`src/rtl/hpdcache_sram_ecc_scrubber.sv`:
```
// Background ECC scrubber: walks SRAM rows, re-writes corrected words, flags uncorrectable rows.
// Error counters/log exist only with HPDCACHE_SCRUB_ERR_LOG_EN; SRAM accesses wait on sram_gnt_i.
module hpdcache_sram_ecc_scrubber #(
    parameter int unsigned ADDR_SIZE = 6,
    parameter int unsigned DATA_SIZE = 64,
    parameter int unsigned NDATA     = 1,
    parameter int unsigned DEPTH     = 2**ADDR_SIZE
) (
    input  logic                         clk_i,
    input  logic                         rst_i,
    input  logic                         en_i,
    input  logic [15:0]                  period_i,
    output logic                         sram_req_o,
    input  logic                         sram_gnt_i,
    output logic                         sram_we_o,
    output logic [ADDR_SIZE-1:0]         sram_addr_o,
    output logic [NDATA*DATA_SIZE-1:0]   sram_wdata_o,
    output logic [NDATA*DATA_SIZE-1:0]   sram_wmask_o,
    input  logic [NDATA*DATA_SIZE-1:0]   sram_rdata_i,
    input  logic [NDATA-1:0]             sram_err_cor_i,
    input  logic [NDATA-1:0]             sram_err_unc_i,
    input  logic                         fn_wr_i,
    input  logic [ADDR_SIZE-1:0]         fn_wr_addr_i,
    output logic                         busy_o,
    output logic                         cor_evt_o,
    output logic                         unc_evt_o,
    output logic [15:0]                  cor_cnt_o,
    output logic [15:0]                  unc_cnt_o,
    output logic [ADDR_SIZE-1:0]         unc_addr_o
);
    localparam int unsigned W = NDATA * DATA_SIZE;
    localparam logic [ADDR_SIZE-1:0] LAST_ROW = ADDR_SIZE'(DEPTH - 1);

    typedef enum logic [2:0] {IDLE, WAIT, RD, RESP, WB} state_t;

    state_t                 state_q, state_d;
    logic [ADDR_SIZE-1:0]   ptr_q, ptr_d;
    logic [15:0]            timer_q, timer_d;
    logic                   cancel_q, cancel_d;
    logic [W-1:0]           wdata_q, wdata_d;
    logic [W-1:0]           wmask_q, wmask_d;
    logic                   cor_evt_q, cor_evt_d;
    logic                   unc_evt_q, unc_evt_d;
    logic                   row_done;
    logic                   fn_hit;

    assign fn_hit = fn_wr_i && (fn_wr_addr_i == ptr_q);

    always_ff @(posedge clk_i) begin
        if (rst_i) begin
            state_q   <= IDLE;
            ptr_q     <= '0;
            timer_q   <= '0;
            cancel_q  <= 1'b0;
            wdata_q   <= '0;
            wmask_q   <= '0;
            cor_evt_q <= 1'b0;
            unc_evt_q <= 1'b0;
        end else begin
            state_q   <= state_d;
            ptr_q     <= ptr_d;
            timer_q   <= timer_d;
            cancel_q  <= cancel_d;
            wdata_q   <= wdata_d;
            wmask_q   <= wmask_d;
            cor_evt_q <= cor_evt_d;
            unc_evt_q <= unc_evt_d;
        end
    end

    always_comb begin
        state_d      = state_q;
        ptr_d        = ptr_q;
        timer_d      = timer_q;
        cancel_d     = cancel_q;
        wdata_d      = wdata_q;
        wmask_d      = wmask_q;
        cor_evt_d    = 1'b0;
        unc_evt_d    = 1'b0;
        row_done     = 1'b0;
        sram_req_o   = 1'b0;
        sram_we_o    = 1'b0;
        sram_addr_o  = '0;
        sram_wdata_o = '0;
        sram_wmask_o = '0;
        unique case (state_q)
            IDLE: begin
                if (en_i) begin
                    state_d = WAIT;
                    timer_d = period_i;
                end
            end
            WAIT: begin
                // Leaving at timer<=1 yields exactly period_i idle cycles between rows
                timer_d = (timer_q == 16'd0) ? 16'd0 : timer_q - 16'd1;
                if (timer_q <= 16'd1) state_d = RD;
            end
            RD: begin
                sram_req_o  = 1'b1;
                sram_addr_o = ptr_q;
                if (sram_gnt_i) begin
                    state_d  = RESP;
                    cancel_d = fn_hit;
                end
            end
            RESP: begin
                wdata_d = sram_rdata_i;
                for (int i = 0; i < NDATA; i++)
                    wmask_d[i*DATA_SIZE +: DATA_SIZE] = {DATA_SIZE{sram_err_cor_i[i]}};
                if (|sram_err_unc_i) begin
                    unc_evt_d = 1'b1;
                    row_done  = 1'b1;
                end else if (|sram_err_cor_i) begin
                    cor_evt_d = 1'b1;
                    if (cancel_q || fn_hit) row_done = 1'b1;
                    else                    state_d  = WB;
                end else begin
                    row_done = 1'b1;
                end
            end
            WB: begin
                // A functional write to this row supersedes the scrubbed data
                if (fn_hit) begin
                    row_done = 1'b1;
                end else begin
                    sram_req_o   = 1'b1;
                    sram_we_o    = 1'b1;
                    sram_addr_o  = ptr_q;
                    sram_wdata_o = wdata_q;
                    sram_wmask_o = wmask_q;
                    if (sram_gnt_i) row_done = 1'b1;
                end
            end
            default: state_d = IDLE;
        endcase
        if (row_done) begin
            ptr_d    = (ptr_q == LAST_ROW) ? '0 : ptr_q + 1'b1;
            cancel_d = 1'b0;
            if (!en_i) begin
                state_d = IDLE;
            end else if (period_i == 16'd0) begin
                state_d = RD;
            end else begin
                state_d = WAIT;
                timer_d = period_i;
            end
        end
    end

    assign busy_o    = (state_q == RD) || (state_q == RESP) || (state_q == WB);
    assign cor_evt_o = cor_evt_q;
    assign unc_evt_o = unc_evt_q;

`ifdef HPDCACHE_SCRUB_ERR_LOG_EN
    logic [15:0]          cor_cnt_q, unc_cnt_q;
    logic [ADDR_SIZE-1:0] unc_addr_q;

    always_ff @(posedge clk_i) begin
        if (rst_i) begin
            cor_cnt_q  <= '0;
            unc_cnt_q  <= '0;
            unc_addr_q <= '0;
        end else if (state_q == RESP) begin
            if (|sram_err_unc_i) begin
                if (unc_cnt_q != 16'hFFFF) unc_cnt_q <= unc_cnt_q + 16'd1;
                unc_addr_q <= ptr_q;
            end else if (|sram_err_cor_i) begin
                if (cor_cnt_q != 16'hFFFF) cor_cnt_q <= cor_cnt_q + 16'd1;
            end
        end
    end

    assign cor_cnt_o  = cor_cnt_q;
    assign unc_cnt_o  = unc_cnt_q;
    assign unc_addr_o = unc_addr_q;
`else
    assign cor_cnt_o  = '0;
    assign unc_cnt_o  = '0;
    assign unc_addr_o = '0;
`endif

endmodule

```
`config.mk`:
```
export PLATFORM = sky130hd
export DESIGN_NAME = hpdcache_sram_ecc_scrubber
export DESIGN_NICKNAME = d
export VERILOG_FILES = /design/src/rtl/hpdcache_sram_ecc_scrubber.sv
export SDC_FILE = /design/constraint.sdc
export NUM_CORES = 1
export LEC_CHECK = 0
export BUFFER_PORTS_ARGS = -buffer_cell sky130_fd_sc_hd__buf_2
export CORE_MARGIN = 2
export CORE_UTILIZATION = 43
export CTS_BUF_LIST = sky130_fd_sc_hd__clkbuf_8
export CTS_CLUSTER_DIAMETER = 200
export DETAILED_ROUTE_END_ITERATION = 10
export HOLD_SLACK_MARGIN = 0.02
export PLACE_DENSITY = 0.77
export SYNTH_ARGS = -nofsm -noshare
export SYNTH_HDL_FRONTEND = slang
export SYNTH_SLANG_ARGS = --single-unit
```
`constraint.sdc`:
```
create_clock -name clk_i -period 3.35 [get_ports clk_i]
set_input_delay 0.67 -clock clk_i [delete_from_list [all_inputs] [get_ports clk_i]]
set_output_delay 0.67 -clock clk_i [all_outputs]
set_load 0.03 [all_outputs]
```
# Word level (Yosys, flattened, before mapping)
# Index checks and enable logic that the tools add are counted.
[word_totals]
regBits = 93
inputBits = 93
out_inout_bits = 177
[op_classes]
n_addsub = 2
n_lt_le_gt_ge = 1
n_eq_ne = 13
mux = 34
bitwise_logic = 1
n_reduce_logical = 12
[op_table]
columns = ["operator", "n"]
rows = [
  ["$mux 64", 4],
  ["$mux 16", 5],
  ["$logic_not 16->1", 2],
  ["$pmux 16 s2", 1],
  ["$mux 3", 7],
  ["$ne 3x3->1 const B", 6],
  ["$le 16x1->1 const B", 1],
  ["$sub 16x1->16 const B", 1],
  ["$pmux 3 s5", 1],
  ["$mux 6", 2],
  ["$pmux 6 s2", 1],
  ["$mux 1", 9],
  ["$reduce_and 7->1", 1],
  ["$add 6x1->6 const B", 1],
  ["$eq 3x2->1 const B", 2],
  ["$eq 6x6->1", 1],
  ["$eq 6x6->1 const B", 1],
  ["$mux 2", 2],
  ["$pmux 1 s2", 2],
  ["$reduce_or 2->1", 2],
  ["$eq 3x1->1 const B", 1],
  ["$eq 3x3->1 const B", 1],
  ["$logic_not 3->1", 1],
  ["$logic_or 1x1->1", 3],
  ["other kinds (5)", 5],
]

# Logic depth before layout (Yosys ltp)
# Gate-level depths: netlist (run 1).
[logic_depth]
depth_word = 9
depth_mapped = 8
ltp_nobuf = 7

# Least setup slack after synthesis (run 1)
# OpenSTA, ideal clock, no wires.
[synth_timing]
kind = "input port to output port"
start = "input fn_wr_addr_i[0]"
end = "output sram_wmask_o[10]"
arrival_time_ns = 3.111
path_slack_ns = -0.431
cell_stages = 7
path_buffers = 2
path_cell_list = "xnor2_1 -> nand4_1 -> o21bai_1 -> nor2_1 -> buf_1 -> and2_1 -> buf_4"
[synth_via]
elab_chain_cells = 4
[synth_lines]
columns = ["item", "line", "rtl"]
rows = [
  ["start, declared", "23", "input logic [ADDR_SIZE-1:0] fn_wr_addr_i,"],
  ["$eq 6x6->1", "47", "assign fn_hit = fn_wr_i && (fn_wr_addr_i == ptr_q);"],
  ["$logic_and 1x1->1", "47", ""],
  ["$mux 64", "123", "if (fn_hit) begin"],
  ["$mux 64", "86", "unique case (state_q)"],
  ["end, declared", "18", "output logic [NDATA*DATA_SIZE-1:0] sram_wmask_o,"],
]
# No other way between the ends.

# Final worst setup path (run 1)
[layout_timing]
start = "register ptr_q[2]"
end = "output sram_wdata_o[46]"
[layout_via]
elab_chain_cells = 4
[layout_lines]
columns = ["item", "line", "rtl"]
rows = [
  ["start, declared", "37", "logic [ADDR_SIZE-1:0] ptr_q, ptr_d;"],
  ["start signal, assigned", "61", "ptr_q <= ptr_d;"],
  ["$eq 6x6->1", "47", ""],
  ["$logic_and 1x1->1", "47", ""],
  ["$mux 64", "123", ""],
  ["$mux 64", "86", ""],
  ["end, declared", "17", "output logic [NDATA*DATA_SIZE-1:0] sram_wdata_o,"],
]
# No other way between the ends.

==> results of run 1 <==
## cell families (layout without fill, tap and decap cells)
| family | Yosys count | in the layout | synth area share |
|---|---|---|---|
| compound gates | 136 | 136 | 0.161 |
| xor+xnor | 6 | 6 | 0.00983 |
| fa+ha+maj | 4 | 4 | 0.00936 |
| buf+inv | 156 | 269 | 0.185 |
| flops | 93 | 93 | 0.348 |
| mux | 3 | 3 | 0.00608 |
| other cells | 1 | 38 | 0.000701 |
| simple gates | 300 | 300 | 0.280 |
## sequential cells by signal, summed over array words and instances (netlist names)
signal	count
wdata_q	64
timer_q	16
ptr_q	6
state_q	3
cancel_q	1
cor_evt_o	1
unc_evt_o	1
wmask_q	1
## cell usage in the layout (no fill, tap or decap), types with 9 or more instances in the layout
cell type / n
and2_1: 71
a21oi_1: 85
o32ai_1: 16
dfxtp_1: 93
clkbuf_8: 9
conb_1: 38
buf_4: 10
nor2_1: 11
nor3_1: 9
nand2_1: 156
inv_1: 14
buf_2: 231
## metal layers
layer  GRT usage  wire length, µm  vias to the layer above  share of wire
met4      0.0851              280                        0          0.022
met5           0                0                        -              0
li1            -                -                     2504              -
met1       0.215             5600                     2178           0.43
met3      0.0418              767                       20          0.059
met2       0.317             6250                      163           0.48
## critical path: cells and delay by family (launching register included)
family / cells / cell delay (ns)
flip-flops: 1 / 0.49
buffers and inverters: 2 / 0.47
AND/OR/NAND/NOR: 3 / 0.46
AO/OA/AOI/OAI: 1 / 0.34
XOR/XNOR: 1 / 0.15
## layout make-up
type / instances / area, µm² / area share
clock buffers: 9 / 124 / 0.0199
clock inverters: 6 / 90.1 / 0.0145
inverters: 13 / 48.8 / 0.00785
multi-input cells: 487 / 2650 / 0.426
flip-flops and latches: 93 / 1860 / 0.299
well taps: 168 / 210 / 0.0338
repair buffers: 241 / 1230 / 0.198
## timing repair
item	4_1_cts	5_1_grt
hold endpoints to repair	0	0
gates resized for setup	0	1
setup buffers	0	0
setup endpoints to repair	0	64
## report_power, final
part	internal, mW	total [mW]	switching (mW)	leakage [nW]
Combinational	0.334	0.879	0.545	2.05
Clock	0.417	0.812	0.395	0.111
Sequential	1.19	1.31	0.119	0.753
## worst max path at each step
stage / slack (ns) / startpoint / depth (start not counted) / endpoint
2_1_floorplan: 0.19 / fn_wr_addr_i[0] / 7 / sram_wmask_o[10]
3_3_place_gp: 0.37 / fn_wr_addr_i[0] / 7 / sram_wmask_o[0]
3_5_place_dp: 0.30 / fn_wr_addr_i[0] / 7 / sram_wmask_o[5]
4_1_cts: 0.19 / ptr_q[2]$_SDFFE_PP0P_ / 6 / sram_wmask_o[5]
5_1_grt: 0.13 / ptr_q[4]$_SDFFE_PP0P_ / 7 / sram_wdata_o[8]
6_report: 0.36 / ptr_q[2]$_SDFFE_PP0P_ / 7 / sram_wdata_o[46]
## cell usage after synthesis (all sizes together), types with 3 or more instances
cell,instances,share of area
a211oi,3,0.0051
a21oi,85,0.080
a31oi,4,0.0047
and2,72,0.084
buf,113,0.15
clkbuf,30,0.021
dfxtp,93,0.35
ha,4,0.0094
inv,13,0.0091
nand2,156,0.11
nand2b,6,0.0070
nand3,5,0.0047
nand3b,3,0.0042
nand4,5,0.0059
nor2,14,0.010
nor3,9,0.0084
nor3b,3,0.0042
nor4,10,0.017
nor4b,3,0.0049
o21ai,3,0.0028
o311a,5,0.0094
o31ai,5,0.0080
o32ai,16,0.026
or3,4,0.0047
or4,3,0.0049
xnor2,6,0.0098
## metrics by stage
stage / total power [mW] / area, µm² / utilization / worst slack, ns
global placement: 2.18 / 6000 / 0.498 / 0.370
CTS: 3.03 / 6220 / 0.515 / 0.186
floorplan: 2.04 / 5490 / - / 0.193
global route: 3.19 / 6220 / 0.515 / 0.134
detailed placement: 2.20 / 6000 / 0.498 / 0.297
finish: 3.00 / 6220 / 0.515 / 0.362
==> metrics.csv, run 1 <==
metric;value;unit
status;completed;
grt_pass1_wl;19600;µm
drc_errors;0;
syn2layout_area_growth;16.3;%
grt_pass1_vias;4215;
cts_max_level;3;
avgRoutedWirePerCell;12.7;µm
ff2ff_setup_slack;0.82;ns
timing.rr.end;timer_q[14]$_SDFF_PP0_;
whs_path_depth;2;
synth_seq_area_share;0.348;
cp_slowest_cell;dfxtp_1;
portBuffers;231;
grt_max_degree;66;
setup_viol;0;
wl;12900;µm
fin_crit_sh;0.892;
antenna_found_initial;0;
maxCapViolCount;0;
ys_warn_count;0;
dpl.cell_count;1002;
synth_cells;699;
clkLatencyLatePin;0.38;ns
drive_above_1_share;0.319;
finalClockSkew;0.00561;ns
hold_viol;0;
groute.usage.overall;0.183;
reg2regPathDepth;6;
cts-root-buf;clkbuf_8;
synth_area_per_cell;7.65;µm²
diodes;0;
critical_path_class;flip-flop to primary output;
ys_types;56;
clk_path_buf_depth;2;
synthesis.area;5350;µm²
async_flop_share;0;
cts_tree;built;
clock_sinks;93;
hold_start;wdata_q[9]$_SDFFE_PP0P_;
power.leakage;2.91;nW
slew_viol_final;0;
tightest_slew;0.854;ns
gr-total-overflow;0;
hold_ws;0.453;ns
min_path_type;flip-flop to flip-flop;
final_nets;942;
fmax;0.335;GHz
endpoint_kind;primary output;
vias;4865;
die_y;116;µm
io_pins;270;
dr.pass1.iters;4;
required;2.68;ns
dieArea;13300;µm²
worstPathCellList;xnor2_1, nand3_1, o21bai_1, nor2_4, buf_4, and2_1, buf_2;
coreArea;12100;µm²
arrival;2.32;ns
path_max_fanout;65;
cellPowerDensity;482;nW/µm²
slew_headroom;0.429;
fin_setup_tns;0;ns
drt-initial-drc-count;276;
ys_ff_latch;93;
die_w;116;µm
ys.flop_type;dfxtp_1;
max_stage_delay;0.49;ns
regToRegStartpoint;state_q[0]$_SDFFE_PP0P_;
ir_drop;0.000351;V
fillers;1195;
start_util;0.443;
rsz0062_at_grt;no;
stdcell_count;1017;
synth-edff-count;0;
final_antenna_net_count;0;
routed_via_density;4.78;
cts.clk_slew.worst_paths;0.09;ns
dpl.hpwl;9210;µm
hold_buffers;0;
gp_congestion;0.846;
fin_crit;2.99;ns
rows;40;
holdPathEnd;wdata_q[9]$_SDFFE_PP0P_;
startpoint_type;flip-flop;
cts-buffers-inserted;9;
No activity file was read; power rests on OpenSTA's default activity.
==> inputs of run 2 (changes only) <==
--- a/config.mk
+++ b/config.mk
@@ -5,11 +5,13 @@
 export SDC_FILE = /design/constraint.sdc
 export NUM_CORES = 1
 export LEC_CHECK = 0
+export ABC_AREA = 1
 export BUFFER_PORTS_ARGS = -buffer_cell sky130_fd_sc_hd__buf_2
+export CELL_PAD_IN_SITES_DETAIL_PLACEMENT = 1
+export CELL_PAD_IN_SITES_GLOBAL_PLACEMENT = 1
 export CORE_MARGIN = 2
-export CORE_UTILIZATION = 43
+export CORE_UTILIZATION = 29
 export CTS_BUF_LIST = sky130_fd_sc_hd__clkbuf_8
-export CTS_CLUSTER_DIAMETER = 200
 export DETAILED_ROUTE_END_ITERATION = 10
 export HOLD_SLACK_MARGIN = 0.02
 export PLACE_DENSITY = 0.77
==> run 2 against run 1 <==
Register-to-register slack better by 0.49 ns. Sequential cell count unchanged. Via count grew 19%. Clock skew up 0.0047 ns. Clock power shrank 7.5%. Critical path type unchanged. Utilization is 17 points lower. Non-clock buffer count is 2 lower. Die area grew 56%. Global-route usage shrank 1.4 points.
==> metrics.csv, run 2 <==
metric;value;unit;change
status;completed;;unchanged
critical_path_class;flip-flop to primary output;;unchanged
drt-initial-drc-count;217;;was 276
endpoint_kind;primary output;;unchanged
rsz0062_at_grt;no;;unchanged
clock_sinks;93;;unchanged
worstPathCellList;inv_1, nor3_1, inv_2, buf_4, nor2_1, buf_2;;was xnor2_1, nand3_1, o21bai_1, nor2_4, buf_4, and2_1, buf_2
startpoint_type;flip-flop;;unchanged
min_path_type;input pin to flip-flop;;was flip-flop to flip-flop
cp_slowest_cell;dfxtp_1;;unchanged
top_register;wdata_q;;unchanged
stdcell_count;1307;;was 1017
dpl.cell_count;1290;;was 1002
tightest_slew;0.741;ns;was 0.854 ns
power.leakage;3.26;nW;was 2.91 nW
ys.flop_type;dfxtp_1;;unchanged
reg_top3;wdata_q (64), timer_q (16), ptr_q (6);;unchanged
avgRoutedWirePerCell;13.6;µm;was 12.7 µm
slew_viol_final;0;;unchanged
synth_area_per_cell;6.37;µm²;was 7.65 µm²
post-synth-top-count-cell;nor2_1;;was nand2_1
cellPowerDensity;621;nW/µm²;was 482 nW/µm²
maxCapViolCount;0;;unchanged
cts_max_level;3;;unchanged
arrival;2.40;ns;was 2.32 ns
fin_util;0.343;;was 0.515
final_cell_mix;nor2_1 (273), buf_2 (231), nand2_1 (158);;was buf_2 (231), nand2_1 (156), dfxtp_1 (93)
fin_crit;3.07;ns;was 2.99 ns
fmax;0.326;GHz;was 0.335 GHz
vias;5772;;was 4865
required;2.68;ns;about the same
cts-root-buf;clkbuf_8;;unchanged
largest_register_ffs;64;;unchanged
path_max_fanout;47;;was 65
grt_pass1_wl;27900;µm;was 19600 µm
synth_cells;894;;was 699
grt_pass1_vias;5623;;was 4215
syn2layout_area_growth;16.9;%;was 16.3%
yosysTopAreaCell;dfxtp_1;;unchanged
antenna_found_initial;1;;was 0
grt_max_degree;67;;was 66
groute.usage.overall;0.169;;was 0.183
fillers;2673;;was 1195
ys_ff_latch;93;;unchanged
clk_path_buf_depth;2;;unchanged
synth_top_area_share;0.327;;was 0.348
final_nets;1134;;was 942
cts_tree;built;;unchanged
drive_above_1_share;0.261;;was 0.319
die_w;144;µm;was 116 µm
slew_headroom;0.505;;was 0.429
final_antenna_net_count;0;;unchanged
coreArea;19400;µm²;was 12100 µm²
ir_drop;0.000198;V;was 0.000351 V
ys_types;33;;was 56
gp_congestion;0.807;;was 0.846
yosys-top-cells-area;dfxtp_1 (33%), nor2_1 (18%), buf_4 (13%);;was dfxtp_1 (35%), buf_4 (14%), nand2_1 (11%)
synth-edff-count;0;;unchanged
fin_crit_sh;0.917;;was 0.892
wl;17800;µm;was 12900 µm
max_stage_delay;0.41;ns;was 0.49 ns
finalClockSkew;0.0103;ns;was 0.00561 ns
crit_buf_inv;4;;was 2
hold_buffers;0;;unchanged
routed_via_density;4.42;;was 4.78
setup_viol;0;;unchanged
hold_viol;0;;unchanged
cts-buffers-inserted;9;;unchanged
rows;51;;was 40
synth.top_cells.by_count;nor2_1 (274), nand2_1 (158), buf_4 (102);;was nand2_1 (156), buf_4 (102), dfxtp_1 (93)
dr.pass1.iters;4;;unchanged
synth_seq_area_share;0.327;;was 0.348
fin_setup_tns;0;ns;unchanged
crit_family;buffers and inverters;;was flip-flops
synthesis.area;5700;µm²;was 5350 µm²
gr-total-overflow;0;;unchanged
drc_errors;0;;unchanged
mostFrequentLayoutCell;nor2_1;;was buf_2
ys_warn_count;0;;unchanged
async_flop_share;0;;unchanged
io_pins;270;;unchanged
clkLatencyLatePin;0.37;ns;was 0.38 ns
dpl.hpwl;12700;µm;was 9210 µm
start_util;0.294;;was 0.443
portBuffers;231;;unchanged
die_y;144;µm;was 116 µm
dieArea;20800;µm²;was 13300 µm²
cts.clk_slew.worst_paths;0.10;ns;was 0.09 ns
==> run 2: cell count changes in the layout (fill, tap and decap cells not counted), moves of 15 or more <==
cell	delta
a21oi_1	-77
and2_1	-71
nand3_1	+15
o32ai_1	-16
inv_1	+21
o21ai_0	+78
nor2_1	+262
==> run 2: path summary, 6_finish.rpt <==
kind / startpoint / endpoint / slack [ns] / depth (start not counted)
worst max-delay path: state_q[2]$_SDFFE_PP0P_ / sram_wdata_o[30] / 0.28 / 6
worst min-delay path: sram_err_unc_i / cor_evt_o$_SDFF_PP0_ / 0.49 / 2
worst max register to register: state_q[0]$_SDFFE_PP0P_ / timer_q[9]$_SDFF_PP0_ / 1.31 / 11
worst min register to register: wdata_q[20]$_SDFFE_PP0P_ / wdata_q[20]$_SDFFE_PP0P_ / 0.49 / 2
==> run 2: power by group <==
group	leakage [nW]	total, mW	internal (mW)	switching (mW)
combinational	2.42	1.84	0.650	1.19
sequential	0.757	1.55	1.35	0.195
clock	0.0862	0.751	0.282	0.468
==> run 2: final cells by class <==
class / count / area [µm²] / share of cell area
Timing Repair Buffer: 239 / 1240 / 0.186
Tap cell: 265 / 332 / 0.0498
Multi-Input combinational cell: 650 / 2880 / 0.432
Clock buffer: 9 / 124 / 0.0186
Inverter: 44 / 170 / 0.0255
Antenna cell: 1 / 2.50 / 0.000376
Clock inverter: 6 / 55.1 / 0.00826
Sequential cell: 93 / 1860 / 0.279
==> run 2: logic make-up (layout without fill, tap and decap cells) <==
logic type | after synthesis | in the layout | synth area share
AND/OR/NAND/NOR | 481 | 482 | 0.337
buffers and inverters | 189 | 298 | 0.197
AO/OA/AOI/OAI | 111 | 111 | 0.107
flip-flops | 93 | 93 | 0.327
XOR/XNOR | 15 | 15 | 0.0231
adder cells (fa/ha/maj) | 4 | 4 | 0.00878
other | 1 | 39 | 0.000658
==> run 2: metrics by stage <==
step | hold WS, ns | setup slack, ns | instance area, µm² | power [mW]
after floorplan | 0.455 | 0.202 | 5840 | 2.99
after global placement | 0.462 | 0.329 | 6470 | 3.36
after detailed placement | 0.472 | 0.201 | 6470 | 3.42
after CTS | 0.460 | 0.0477 | 6660 | 4.20
after global routing | 0.469 | 0.0661 | 6660 | 4.53
final | 0.486 | 0.279 | 6660 | 4.14
==> run 2: routing by layer <==
metal / up-vias / part of all wire / GRT usage
met3: 18 / 0.077 / 0.0553
met4: 2 / 0.013 / 0.0485
met2: 154 / 0.47 / 0.293
met1: 2658 / 0.44 / 0.200
met5: - / 0.00062 / 0
li1: 2940 / - / -
==> run 2: timing repair <==
action | 4_1_cts | 5_1_grt
resized for setup | 0 | 1
pin swaps | 1 | 0
setup endpoints to repair | 64 | 32
gates cloned | 1 | 0
hold endpoints to repair | 0 | 0
buffers inserted | 0 | 0
